$ cat config.mk
export PLATFORM = sky130hd
export DESIGN_NAME = aes_rr_arbiter
export DESIGN_NICKNAME = d
export VERILOG_FILES = /design/src/rtl/aes_arb_pkg.sv /design/src/rtl/aes_rr_arbiter_rr_pick.sv /design/src/rtl/aes_rr_arbiter.sv
export SDC_FILE = /design/constraint.sdc
export NUM_CORES = 1
export LEC_CHECK = 0
export ABC_AREA = 1
export CORE_AREA = 2 2 619 621
export CTS_CLUSTER_SIZE = 16
export DETAILED_ROUTE_END_ITERATION = 8
export DIE_AREA = 0 0 621 623
export GPL_ROUTABILITY_DRIVEN = 1
export MAX_ROUTING_LAYER = met4
export SLEW_MARGIN = 10
export SYNTH_ARGS = -nofsm -noshare
export SYNTH_HDL_FRONTEND = slang
export SYNTH_HIERARCHICAL = 1
export SYNTH_SLANG_ARGS = --single-unit
$ cat constraint.sdc
create_clock -name clk -period 2 [get_ports clk]
set_input_delay 0.3 -clock clk [delete_from_list [all_inputs] [get_ports clk]]
set_output_delay 0.3 -clock clk [all_outputs]
set_load 0.01 [all_outputs]
$ cat src/rtl/aes_arb_pkg.sv
// Shared types and widths for the round-robin AES core arbiter.
package aes_arb_pkg;

    localparam int AES_BLK_W = 128;
    localparam int STAT_W    = 32;

    typedef enum logic [1:0] {
        ST_IDLE  = 2'd0,
        ST_ISSUE = 2'd1,
        ST_WAIT  = 2'd2,
        ST_RESP  = 2'd3
    } arb_state_t;

endpackage

$ cat src/rtl/aes_rr_arbiter_rr_pick.sv
// Combinational round-robin selector: the first set request at or above ptr,
// wrapping around.
module rr_pick #(
    parameter int NUM_REQ = 4,
    parameter int IDX_W   = $clog2(NUM_REQ)
) (
    input  logic [NUM_REQ-1:0] req,
    input  logic [IDX_W-1:0]   ptr,
    output logic               any_valid,
    output logic [IDX_W-1:0]   grant
);

    logic [IDX_W:0] sum;

    always_comb begin
        any_valid = 1'b0;
        grant     = '0;
        sum       = '0;
        for (int k = 0; k < NUM_REQ; k++) begin
            sum = {1'b0, ptr} + (IDX_W+1)'(k);
            if (sum >= (IDX_W+1)'(NUM_REQ)) begin
                sum = sum - (IDX_W+1)'(NUM_REQ);
            end
            if (!any_valid && req[sum[IDX_W-1:0]]) begin
                any_valid = 1'b1;
                grant     = sum[IDX_W-1:0];
            end
        end
    end

endmodule

$ cat src/rtl/aes_rr_arbiter.sv
// Round-robin arbiter sharing one single-block AES-128 core between NUM_REQ clients.
// Build option: define AES_ARB_STATS_EN to get a saturating completed-block counter.
//
// state    | meaning
// ST_IDLE  | pick next requester, accept and latch its key/plaintext
// ST_ISSUE | pulse core_start once the core is not busy
// ST_WAIT  | wait for core_done, capture ciphertext
// ST_RESP  | present ciphertext to the granted requester until rsp_ready
module aes_rr_arbiter
    import aes_arb_pkg::*;
#(
    parameter int  NUM_REQ = 4,
    localparam int IDX_W   = $clog2(NUM_REQ)
) (
    input  logic                         clk,
    input  logic                         rst,
    input  logic [NUM_REQ-1:0]           req_valid,
    output logic [NUM_REQ-1:0]           req_ready,
    input  logic [NUM_REQ*AES_BLK_W-1:0] req_key,
    input  logic [NUM_REQ*AES_BLK_W-1:0] req_plaintext,
    output logic [NUM_REQ-1:0]           rsp_valid,
    input  logic [NUM_REQ-1:0]           rsp_ready,
    output logic [AES_BLK_W-1:0]         rsp_ciphertext,
    output logic                         core_start,
    output logic [AES_BLK_W-1:0]         core_key,
    output logic [AES_BLK_W-1:0]         core_plaintext,
    input  logic                         core_done,
    input  logic                         core_busy,
    input  logic [AES_BLK_W-1:0]         core_ciphertext,
    output logic [STAT_W-1:0]            stat_blocks
);

    arb_state_t           state;
    logic [IDX_W-1:0]     ptr;
    logic [IDX_W-1:0]     grant_q;
    logic [IDX_W-1:0]     pick;
    logic                 any_valid;
    logic [AES_BLK_W-1:0] key_q;
    logic [AES_BLK_W-1:0] pt_q;
    logic [AES_BLK_W-1:0] ct_q;
    logic [AES_BLK_W-1:0] sel_key;
    logic [AES_BLK_W-1:0] sel_pt;
    logic [NUM_REQ-1:0]   pick_oh;
    logic [NUM_REQ-1:0]   grant_oh;
    logic                 rsp_hs;

    rr_pick #(
        .NUM_REQ (NUM_REQ),
        .IDX_W   (IDX_W)
    ) u_pick (
        .req       (req_valid),
        .ptr       (ptr),
        .any_valid (any_valid),
        .grant     (pick)
    );

    always_comb begin
        pick_oh  = '0;
        grant_oh = '0;
        sel_key  = '0;
        sel_pt   = '0;
        for (int i = 0; i < NUM_REQ; i++) begin
            if (pick == IDX_W'(i)) begin
                pick_oh[i] = 1'b1;
                sel_key    = req_key[AES_BLK_W*i +: AES_BLK_W];
                sel_pt     = req_plaintext[AES_BLK_W*i +: AES_BLK_W];
            end
            if (grant_q == IDX_W'(i)) begin
                grant_oh[i] = 1'b1;
            end
        end
    end

    // Accept and start are combinational so a block costs no extra cycle;
    // gating with rst keeps both quiet while reset is held.
    assign req_ready      = (state == ST_IDLE && any_valid && !rst) ? pick_oh : '0;
    assign core_start     = (state == ST_ISSUE) && !core_busy && !rst;
    assign rsp_valid      = (state == ST_RESP) ? grant_oh : '0;
    assign rsp_hs         = (state == ST_RESP) && |(rsp_ready & grant_oh);
    assign rsp_ciphertext = ct_q;
    assign core_key       = key_q;
    assign core_plaintext = pt_q;

    always_ff @(posedge clk) begin
        if (rst) begin
            state   <= ST_IDLE;
            ptr     <= '0;
            grant_q <= '0;
            key_q   <= '0;
            pt_q    <= '0;
            ct_q    <= '0;
        end else begin
            case (state)
                ST_IDLE: begin
                    if (any_valid) begin
                        key_q   <= sel_key;
                        pt_q    <= sel_pt;
                        grant_q <= pick;
                        state   <= ST_ISSUE;
                    end
                end
                ST_ISSUE: begin
                    if (!core_busy) begin
                        state <= ST_WAIT;
                    end
                end
                ST_WAIT: begin
                    if (core_done) begin
                        ct_q  <= core_ciphertext;
                        state <= ST_RESP;
                    end
                end
                ST_RESP: begin
                    if (rsp_hs) begin
                        ptr   <= (grant_q == IDX_W'(NUM_REQ-1)) ? '0 : grant_q + IDX_W'(1);
                        state <= ST_IDLE;
                    end
                end
                default: state <= ST_IDLE;
            endcase
        end
    end

`ifdef AES_ARB_STATS_EN
    logic [STAT_W-1:0] stat_q;

    always_ff @(posedge clk) begin
        if (rst) begin
            stat_q <= '0;
        end else if (rsp_hs && stat_q != '1) begin
            stat_q <= stat_q + STAT_W'(1);
        end
    end

    assign stat_blocks = stat_q;
`else
    assign stat_blocks = '0;
`endif

endmodule

== Word level (Yosys, flattened, before mapping) ==
Cells that the tools add are included.

* Flip-flop bits (word level): 390
* Input port bits: 1,164
* Output and inout bits: 425
* Logic and storage cells: 101

* $add $sub $neg: 8
* Magnitude comparators: 8
* Equality and inequality tests: 13
* Multiplexer cells: 44
* Bitwise logic cells: 1
* Reductions and logical operators: 21

{| class="wikitable"
|+ Operators with widths
! operator !! count
|-
| 128-bit 2-to-1 mux || 8
|-
| 2-bit 2-to-1 mux || 13
|-
| 1-bit 2-to-1 mux || 16
|-
| 2-bit == test (second input constant) || 6
|-
| 2-bit by 3-bit < comparator with 1-bit output (second input constant) || 4
|-
| 3-bit >= comparator (second input constant) || 3
|-
| 1-bit binary-select mux with 2-bit select || 4
|-
| 1-bit logical AND || 8
|-
| 4-bit 2-to-1 mux || 2
|-
| 2-bit inequality test (second input constant) || 4
|-
| 2-bit one-hot mux with 4 select lines || 1
|-
| 2-bit by 1-bit subtractor with 2-bit output (second input constant) || 4
|-
| 2-bit by 2-bit adder with 3-bit output (second input constant) || 2
|-
| 2-bit by 1-bit == test with 1-bit output (second input constant) || 3
|-
| 2-bit logical NOT || 3
|-
| 2-bit AND reduction || 3
|-
| 1-bit logical NOT || 5
|-
| 4-bit AND || 1
|-
| 4-bit AND reduction || 1
|-
| 4-bit OR reduction || 1
|-
| 2-bit by 1-bit adder with 3-bit output (second input constant) || 1
|-
| 2-bit by 3-bit >= comparator with 1-bit output (second input constant) || 1
|-
| 2-bit by 1-bit adder with 2-bit output (second input constant) || 1
|}

== Depth between registers and ports, before layout ==
Gate-level depths: netlist of the first run.

* Depth after elaboration: 19
* Mapped depth: 19

== Modules after synthesis ==
The synthesis of the first run kept the hierarchy.

{| class="wikitable"
|+ By module, submodules not included
! module !! times used !! cells an instance !! area each (um^2) !! seq. area each (um^2)
|-
| aes_rr_arbiter || 1 || 3,445 || 20,833.7 || 7,807.5
|-
| rr_pick || 1 || 59 || 319.1 || 0.0
|}

== Worst setup path after synthesis of the first run ==
OpenSTA, ideal clock, no wires.

* Kind: flip-flop to output port
* Start: reg ptr[0]
* End: out req_ready[0]
* Arrival: 1.825 ns
* Setup slack: -0.125 ns
* Stages on the path, launching flop included: 15
* Buffers on the path: 4
* Cell sequence: dfxtp_1 buf_6 nand2_1 nand2_4 nand2_1 nand2_1 nor2_1 nor2_2 nand2_1 nand2_1 inv_1 buf_4 buf_2 buf_2 nor3_1

* Longest elaborated chain between the ends: 17
* Elaborated cells between the ends (all ways): 42

{| class="wikitable"
|+ Ends and longest elaborated chain
! what !! line !! source
|-
| from (decl) || aes_rr_arbiter.sv:34 || <nowiki>logic [IDX_W-1:0] ptr;</nowiki>
|-
| from (signal assigned) || aes_rr_arbiter.sv:115 || <nowiki>ptr <= (grant_q == IDX_W'(NUM_REQ-1)) ? '0 : grant_q + IDX_W'(1);</nowiki>
|-
| branches (longest 13 deep; another with 2-bit by 1-bit adder with 3-bit output) || -- ||
|-
| 2-bit 2-to-1 mux * || aes_rr_arbiter_rr_pick.sv:24 || <nowiki>if (!any_valid && req[sum[IDX_W-1:0]]) begin</nowiki>
|-
| net pick[0] || aes_rr_arbiter.sv:36 || <nowiki>logic [IDX_W-1:0] pick;</nowiki>
|-
| 2-bit logical NOT * || aes_rr_arbiter.sv:63 || <nowiki>if (pick == IDX_W'(i)) begin</nowiki>
|-
| 1-bit 2-to-1 mux * || aes_rr_arbiter.sv:63 ||
|-
| 4-bit 2-to-1 mux * || aes_rr_arbiter.sv:76 || <nowiki>assign req_ready = (state == ST_IDLE && any_valid && !rst) ? pick_oh : '0;</nowiki>
|-
| to (decl) || aes_rr_arbiter.sv:18 || <nowiki>output logic [NUM_REQ-1:0] req_ready,</nowiki>
|}

Mark *: on every way through the listed nets, which the timed path passes. The select of a mux whose other input is x is not followed.

== Worst setup path after layout of the first run ==
* Start: reg ptr[0]
* End: reg pt_q[115] (netlist: core_plaintext[115])

* Longest elaborated chain between the ends: 19
* Elaborated cells between the ends (all ways): 46

{| class="wikitable"
|+ Ends and longest elaborated chain
! what !! line !! source
|-
| branches (longest 13 deep; another with 2-bit by 1-bit adder with 3-bit output) || -- ||
|-
| 2-bit 2-to-1 mux * || aes_rr_arbiter_rr_pick.sv:24 ||
|-
| net pick[0] || aes_rr_arbiter.sv:36 ||
|-
| 2-bit logical NOT || aes_rr_arbiter.sv:63 ||
|-
| 128-bit 2-to-1 mux (3 in series) || aes_rr_arbiter.sv:63 ||
|-
| 128-bit 2-to-1 mux * || aes_rr_arbiter.sv:63 ||
|-
| to (signal assigned) || aes_rr_arbiter.sv:97 || <nowiki>pt_q <= sel_pt;</nowiki>
|-
| to (decl) || aes_rr_arbiter.sv:39 || <nowiki>logic [AES_BLK_W-1:0] pt_q;</nowiki>
|}

Marked as above.
A chain may end at the register's enable or synchronous reset.

==> out/metrics.csv, run 1 <==
stage,metric,value,unit
setup_path,critical-path maximum fanout,6,
synth,Synth Area in XOR/XNOR,0,%
setup_path,Slowest Stage Delay on Critical Path,400,ps
layout,layout cells sized above 1,18.83,%
outcome,failing checks,negative setup slack,
routing,final wirelength,337400,um
sta,max-slew violations,0,
floorplan,FP Rows,227,
setup_path,Slowest cell on crit path,dfxtp_4,
power_and_ir_drop,total power divided by cell area,1468,nW/um2
setup_path,R2R Setup Slk,-960,ps
floorplan,die area,386900,um2
sta,Final Hold Fails,0,
setup_path,Crit. Startpoint,ptr[0],
power_and_ir_drop,P_leak,0.01994,uW
layout,fin util,13.56,%
layout,design area,51610,um2
routing,Vias/cell,3.178,
routing,drt initial violations,2777,
clock_tree,clock buffers created by TritonCTS,71,
sta,worst slew pin tran,660.8,ps
global_routing,Total GRT Usage,17.03,%
setup_path,CP arrival,3640,ps
setup_path,CP Data Required Time,2670,ps
setup_path,reg2reg start,ptr[0],
global_routing,first-pass GRT wire length,402000,um
sta,FMAX,337.6,MHz
routing,Post-DRT Antenna Nets,0,
routing,vias,33360,
synth,library cells used by synthesis,25,
floorplan,IO Count,1589,
clock_tree,clock sinks,390,
setup_path,Setup crit end kind,flip-flop,
worst_hold_path,Worst Hold Class,in2reg,
setup_path,worst r2r path cells,22,
clock_tree,CTS tree,built,
synth,adder-cell share of the synthesized area,0.4732,%
synth,Synth Area per Inst,6.037,um2
sta,max_slew headroom,55.81,%
global_routing,initial antenna violation count,350,
global_routing,largest net degree at the start of global routing,113,
flow_run,max-cap viol count,0,
global_routing,number of global-route vias before repair,31170,
floorplan,Die Width,621,um
synth,Cells after Synth,3504,
placement,gp weighted congestion,1.007,
setup_path,Worst setup endpoint,core_plaintext[115],
synth,Netlist Area Pre-Place,21150,um2
synth,Compound-Gate Fraction of Synth Area,12.19,%
layout,fill count,43930,
floorplan,Die Span Y,623,um
synth,sequential share of the synthesized area,36.91,%
sta,RSZ-0062 raised after global routing,yes,
routing,Avg WL per Cell,32.14,um
clock_tree,clk slew on worst S/H paths,50,ps
clock_tree,H-tree depth,3,
placement,port bufs,1556,
synth,mux cell area share after synthesis,0,%
setup_path,CP Cell Sequence,"buf_8, nand2_1, nand2_2, nand2_1, nand2_2, buf_4, a21oi_4, nand2_2, nand2_4, inv_8, buf_12, buf_12, nor2_4, buf_6, buf_16, buf_16, buf_8, nand2_2, nand3_2, nor2_1, buf_4, a21oi_2",
sta,crit path time final,2962,ps
placement,DP HPWL,290400,um
power_and_ir_drop,Peak VDD IR,560.0,uV
placement,DP Area,44410,um2
sta,fin worst setup slack,-962.5,ps
synth,main combinational cell family by area after synthesis,simple AND/OR/NAND/NOR gates,
synth,simple logic cell fraction of the synthesized area,41.12,%
global_routing,gr ovfl total,0,
setup_path,Critical R2R Capture,core_plaintext[115],
clock_tree,clk root buf,clkbuf_16,
setup_path,Critical Path Source Type,flip-flop,
routing,DR DRC count,0,
sta,"Period Utilization, post-route",148.1,%
sta,Setup-failing EPs final,398,
sta,worst hold margin,164.7,ps
clock_tree,"Clk Latency, worst-skew pair",780,ps
synth,Ys Warns,6,
layout,"commonest non-fill, non-tap cells in the layout","clkdlybuf4s50_1 (1488), nand2_1 (778), nor2_1 (678)",
routing,First-pass DRT Iterations,6,
setup_path,critical path type,reg2reg,
outcome,status,finished with violations,
sta,final setup skew,43.79,ps
setup_path,Critical Path Most Common Cell,nand2_2,
synth,synthesis-stage register bit count,390,
floorplan,Starting Density,5.558,%
layout,"most common cell after layout, fill and taps aside",clkdlybuf4s50_1,
layout,area grow syn2layout,144.0,%
floorplan,core area,380600,um2
clock_tree,Max Root-Sink Buffers,4,
layout,# nets final,6432,
## how the worst min path moves through the flow
stage / to / start / slack, ps / cells past startpoint
floorplan: ptr[0] / rst / 360 / 1
global placement: rsp_ciphertext[30] / rsp_ciphertext[30] / 460 / 2
detailed placement: rsp_ciphertext[30] / rsp_ciphertext[30] / 470 / 2
CTS: rsp_ciphertext[101] / core_ciphertext[101] / 70 / 3
global route: rsp_ciphertext[3] / core_ciphertext[3] / 130 / 3
finish: rsp_ciphertext[40] / core_ciphertext[40] / 160 / 3
## stage by stage
step	worst slack (ps)	setup TNS [ps]	total power, uW	std cells
2_1_floorplan	0.2929	0	27500	3535
3_3_place_gp	-1973	-351810	53690	10110
6_report	-962.5	-226540	75740	10500
3_5_place_dp	-1896	-332710	53550	10110
4_1_cts	-974.8	-252350	72840	10310
5_1_grt	-1086	-285270	79800	10480
## layer usage
metal / wire [um] / part of all wire [%] / GRT usage [%]
met5: 0 / 0 / -
met2: 152900 / 45 / 26.61
met3: 41070 / 12 / 9.013
met4: 13370 / 4.0 / 5.568
met1: 130100 / 39 / 18.45
## cells by family (layout without fill, tap and decap cells)
| logic type | after synthesis | after routing |
|---|---|---|
| other | 1 | 186 |
| AO/OA/AOI/OAI | 515 | 515 |
| adder cells (fa/ha/maj) | 8 | 8 |
| buffers and inverters | 435 | 2206 |
| flip-flops | 390 | 390 |
| AND/OR/NAND/NOR | 2155 | 2155 |
## critical path: cells and delay by family (launching register included)
kind / cells / cell delay (ps)
simple gates: 10 / 790
buf+inv: 10 / 1360
compound gates: 2 / 230
flops: 1 / 400
## flip-flops by register name (all words and copies together), names as in the netlist
register,cells
state,2
grant_q,2
core_plaintext,128
ptr,2
rsp_ciphertext,128
core_key,128
## layout make-up
| class | count | area, um2 | area share, % |
|---|---|---|---|
| repair buffers | 1941 | 20550 | 39.81 |
| multi-input cells | 2710 | 13610 | 26.36 |
| flip-flops and latches | 390 | 7815 | 15.14 |
| well taps | 5038 | 6304 | 12.21 |
| clock buffers | 94 | 1986 | 3.848 |
| inverters | 146 | 590.6 | 1.144 |
| diodes | 154 | 385.4 | 0.7467 |
| clock inverters | 25 | 374.1 | 0.7249 |
## cells in the mapped netlist
library cell | n | area [um2]
ha_1 | 8 | 100.1
nand3_1 | 398 | 1992
buf_6 | 2 | 22.52
buf_4 | 42 | 315.3
a21oi_1 | 125 | 625.6
buf_2 | 128 | 640.6
nor2_4 | 4 | 45.04
o21ai_0 | 386 | 1932
nand2_4 | 3 | 33.78
dfxtp_1 | 390 | 7807
nand2_2 | 10 | 62.56
clkbuf_1 | 110 | 412.9
inv_2 | 5 | 18.77
nand3b_1 | 1 | 7.510
nand4_1 | 1 | 6.260
nand2_1 | 949 | 3562
buf_1 | 7 | 26.28
nor3_1 | 3 | 15.01
conb_1 | 1 | 3.750
nand3_2 | 3 | 30.03
o21ai_1 | 4 | 20.02
nor2_2 | 1 | 6.260
nor2_1 | 781 | 2932
inv_1 | 141 | 529.3
or2_2 | 1 | 6.260
## report_power, final
group          switching [uW]  internal (uW)
Combinational           29100          20400
Clock                    5220           8100
Sequential               2040          10900
## what timing repair did
action                                  CTS  global route
hold buffers                              0             0
gates resized for setup                 303           435
gates cloned                             22            17
endpoints found under the hold margin     0             0
endpoints found under the setup margin  557           542
setup buffers                            56            35
pin swaps                                46           124
(Power assumes the default switching activity.)
==> run 2, diff against run 1 <==
--- a/config.mk
+++ b/config.mk
@@ -6,10 +6,10 @@
 export NUM_CORES = 1
 export LEC_CHECK = 0
 export ABC_AREA = 1
-export CORE_AREA = 2 2 619 621
+export CORE_AREA = 8 8 607 609
 export CTS_CLUSTER_SIZE = 16
 export DETAILED_ROUTE_END_ITERATION = 8
-export DIE_AREA = 0 0 621 623
+export DIE_AREA = 0 0 615 617
 export GPL_ROUTABILITY_DRIVEN = 1
 export MAX_ROUTING_LAYER = met4
 export SLEW_MARGIN = 10
==> out/metrics.csv, run 2 (synthesized netlist as in run 1, its figures left out) <==
stage,metric,value,unit
outcome,status,finished with violations,
outcome,failing checks,negative setup slack,
setup_path,critical path type,reg2out,
clock_tree,clock sinks,390,
floorplan,Die Span Y,617,um
setup_path,R2R Setup Slk,-880,ps
sta,FMAX,331.1,MHz
routing,Avg WL per Cell,32.49,um
setup_path,CP arrival,2720,ps
global_routing,Total GRT Usage,17.36,%
placement,DP HPWL,287300,um
sta,fin worst setup slack,-1020,ps
clock_tree,CTS Hold Buffers Added,0,
worst_hold_path,hold path cells,3,
global_routing,number of global-route vias before repair,32700,
sta,RSZ-0062 raised after global routing,yes,
layout,layout cells sized above 1,25.84,%
clock_tree,Max Root-Sink Buffers,4,
routing,final wirelength,335000,um
global_routing,met3 usage,9.988,%
floorplan,core area,358100,um2
setup_path,Critical R2R Capture,core_key[102],
floorplan,Die Width,615,um
placement,DP Area,44490,um2
layout,area grow syn2layout,156.1,%
clock_tree,clk slew on worst S/H paths,50,ps
layout,register area,7824,um2
power_and_ir_drop,total chip power,79490,uW
sta,max_slew headroom,44.07,%
sta,Setup-failing EPs final,266,
layout,multi-input logic area,15380,um2
sta,max-slew violations,0,
setup_path,critical-path maximum fanout,5,
setup_path,CP Data Required Time,1700,ps
routing,Vias/cell,3.269,
setup_path,worst r2r path cells,21,
setup_path,Setup crit end kind,output pin,
power_and_ir_drop,total power divided by cell area,1467,nW/um2
global_routing,grt met1 use,17.92,%
sta,final setup skew,51.43,ps
global_routing,first-pass GRT wire length,408200,um
sta,crit path time final,3020,ps
routing,Post-DRT Antenna Nets,0,
global_routing,largest net degree at the start of global routing,145,
worst_hold_path,hold endpoint,ptr[0],
global_routing,initial antenna violation count,356,
routing,First-pass DRT Iterations,7,
routing,vias,33700,
worst_hold_path,HP Start,rst,
routing,DR DRC count,0,
sta,worst hold margin,136.9,ps
clock_tree,H-tree depth,3,
setup_path,reg2reg start,ptr[0],
setup_path,Critical Path Source Type,flip-flop,
clock_tree,CTS tree,built,
clock_tree,clk root buf,clkbuf_16,
floorplan,die area,379500,um2
power_and_ir_drop,Peak VDD IR,992.3,uV
routing,drt initial violations,3033,
global_routing,Most Crowded Layer GR,met2,
sta,"Period Utilization, post-route",151.0,%
layout,# nets final,6477,
placement,gp weighted congestion,0.9735,
sta,Final Hold Fails,0,
layout,design area,54170,um2
global_routing,gr ovfl total,0,
layout,"commonest non-fill, non-tap cells in the layout","clkdlybuf4s50_1 (1174), nor2_1 (675), nand2_1 (608)",
worst_hold_path,Worst Hold Class,in2reg,
floorplan,Starting Density,5.907,%
global_routing,grt met2 use,27.63,%
clock_tree,"Clk Latency, worst-skew pair",770,ps
layout,fill count,40900,
clock_tree,clock buffers created by TritonCTS,70,
sta,worst slew pin tran,839.0,ps
flow_run,max-cap viol count,0,
power_and_ir_drop,P_leak,0.02270,uW
placement,port bufs,1556,
floorplan,FP Rows,220,
floorplan,IO Count,1589,
layout,"most common cell after layout, fill and taps aside",clkdlybuf4s50_1,
run 2: cell types whose count changed in the layout (fill, tap and decap cells not counted), sizes merged:
| cell | before | now |
|---|---|---|
| diode | 154 | 184 |
| clkdlybuf4s15 | 0 | 44 |
| clkbuf | 110 | 84 |
| bufbuf | 3 | 4 |
| clkinv | 10 | 14 |
| clkinvlp | 5 | 2 |
| inv | 147 | 155 |
| dlygate4sd2 | 0 | 261 |
| clkdlybuf4s50 | 1488 | 1174 |
| buf | 434 | 504 |
| bufinv | 9 | 10 |
run 2: per-stage QoR:
stage / utilization [%] / setup slack, ps / setup TNS, ps / instances
5_1_grt: 15.12 / -1202 / -249660 / 10300
3_3_place_gp: 12.42 / -1275 / -265750 / 9853
6_report: 15.13 / -1020 / -201880 / 10310
3_5_place_dp: 12.42 / -1223 / -251390 / 9853
2_1_floorplan: - / 0.2929 / 0 / 3535
4_1_cts: 14.96 / -1185 / -214330 / 10120
run 2: what timing repair did:
item	CTS	global route
setup endpoints to repair	571	274
resized for setup	1627	32
pin swaps	428	24
gates cloned	49	0
hold endpoints to repair	0	0
buffers inserted	119	5
run 2: how the worst max path moves through the flow:
stage	from	to	slack (ps)	cells after the start
floorplan	ptr[0]	req_ready[2]	0.3	14
global placement	req_valid[2]	core_key[32]	-1270	18
detailed placement	req_valid[2]	core_key[32]	-1220	16
CTS	ptr[0]	req_ready[2]	-1190	15
global route	ptr[0]	req_ready[2]	-1200	15
finish	ptr[0]	req_ready[2]	-1020	15
run 2: critical path, stage by stage, from the launching register on:
cell and delay, ps:
dfxtp_4 430, buf_8 150, nand2_4 40, nand2_2 60, nand2_1 60, nand2_2 100, nor2_2 40, nor2_2 90
nand2_2 70, nand2_4 80, inv_8 30, buf_12 120, buf_12 120, buf_8 120, nor3_4 270, buf_12 160
run 2: where the power goes:
part	switching, uW	internal, uW
registers	1920	10900
clock network	5320	8060
logic	30700	22600
total	37900	41600
run 2: layout make-up:
| cell class | count | area share, % |
|---|---|---|
| Timing Repair Buffer | 1987 | 39.83 |
| Multi-Input combinational cell | 2710 | 28.39 |
| Sequential cell | 390 | 14.44 |
| Tap cell | 4773 | 11.02 |
| Clock buffer | 84 | 3.497 |
| Inverter | 146 | 1.072 |
| Clock inverter | 35 | 0.8984 |
| Antenna cell | 184 | 0.8499 |
run 2: metal layers:
| layer | vias up | share of wire [%] |
|---|---|---|
| li1 | 15020 | - |
| met5 | - | 0 |
| met1 | 16050 | 38 |
| met3 | 522 | 12 |
| met2 | 2100 | 46 |
| met4 | 0 | 4.2 |
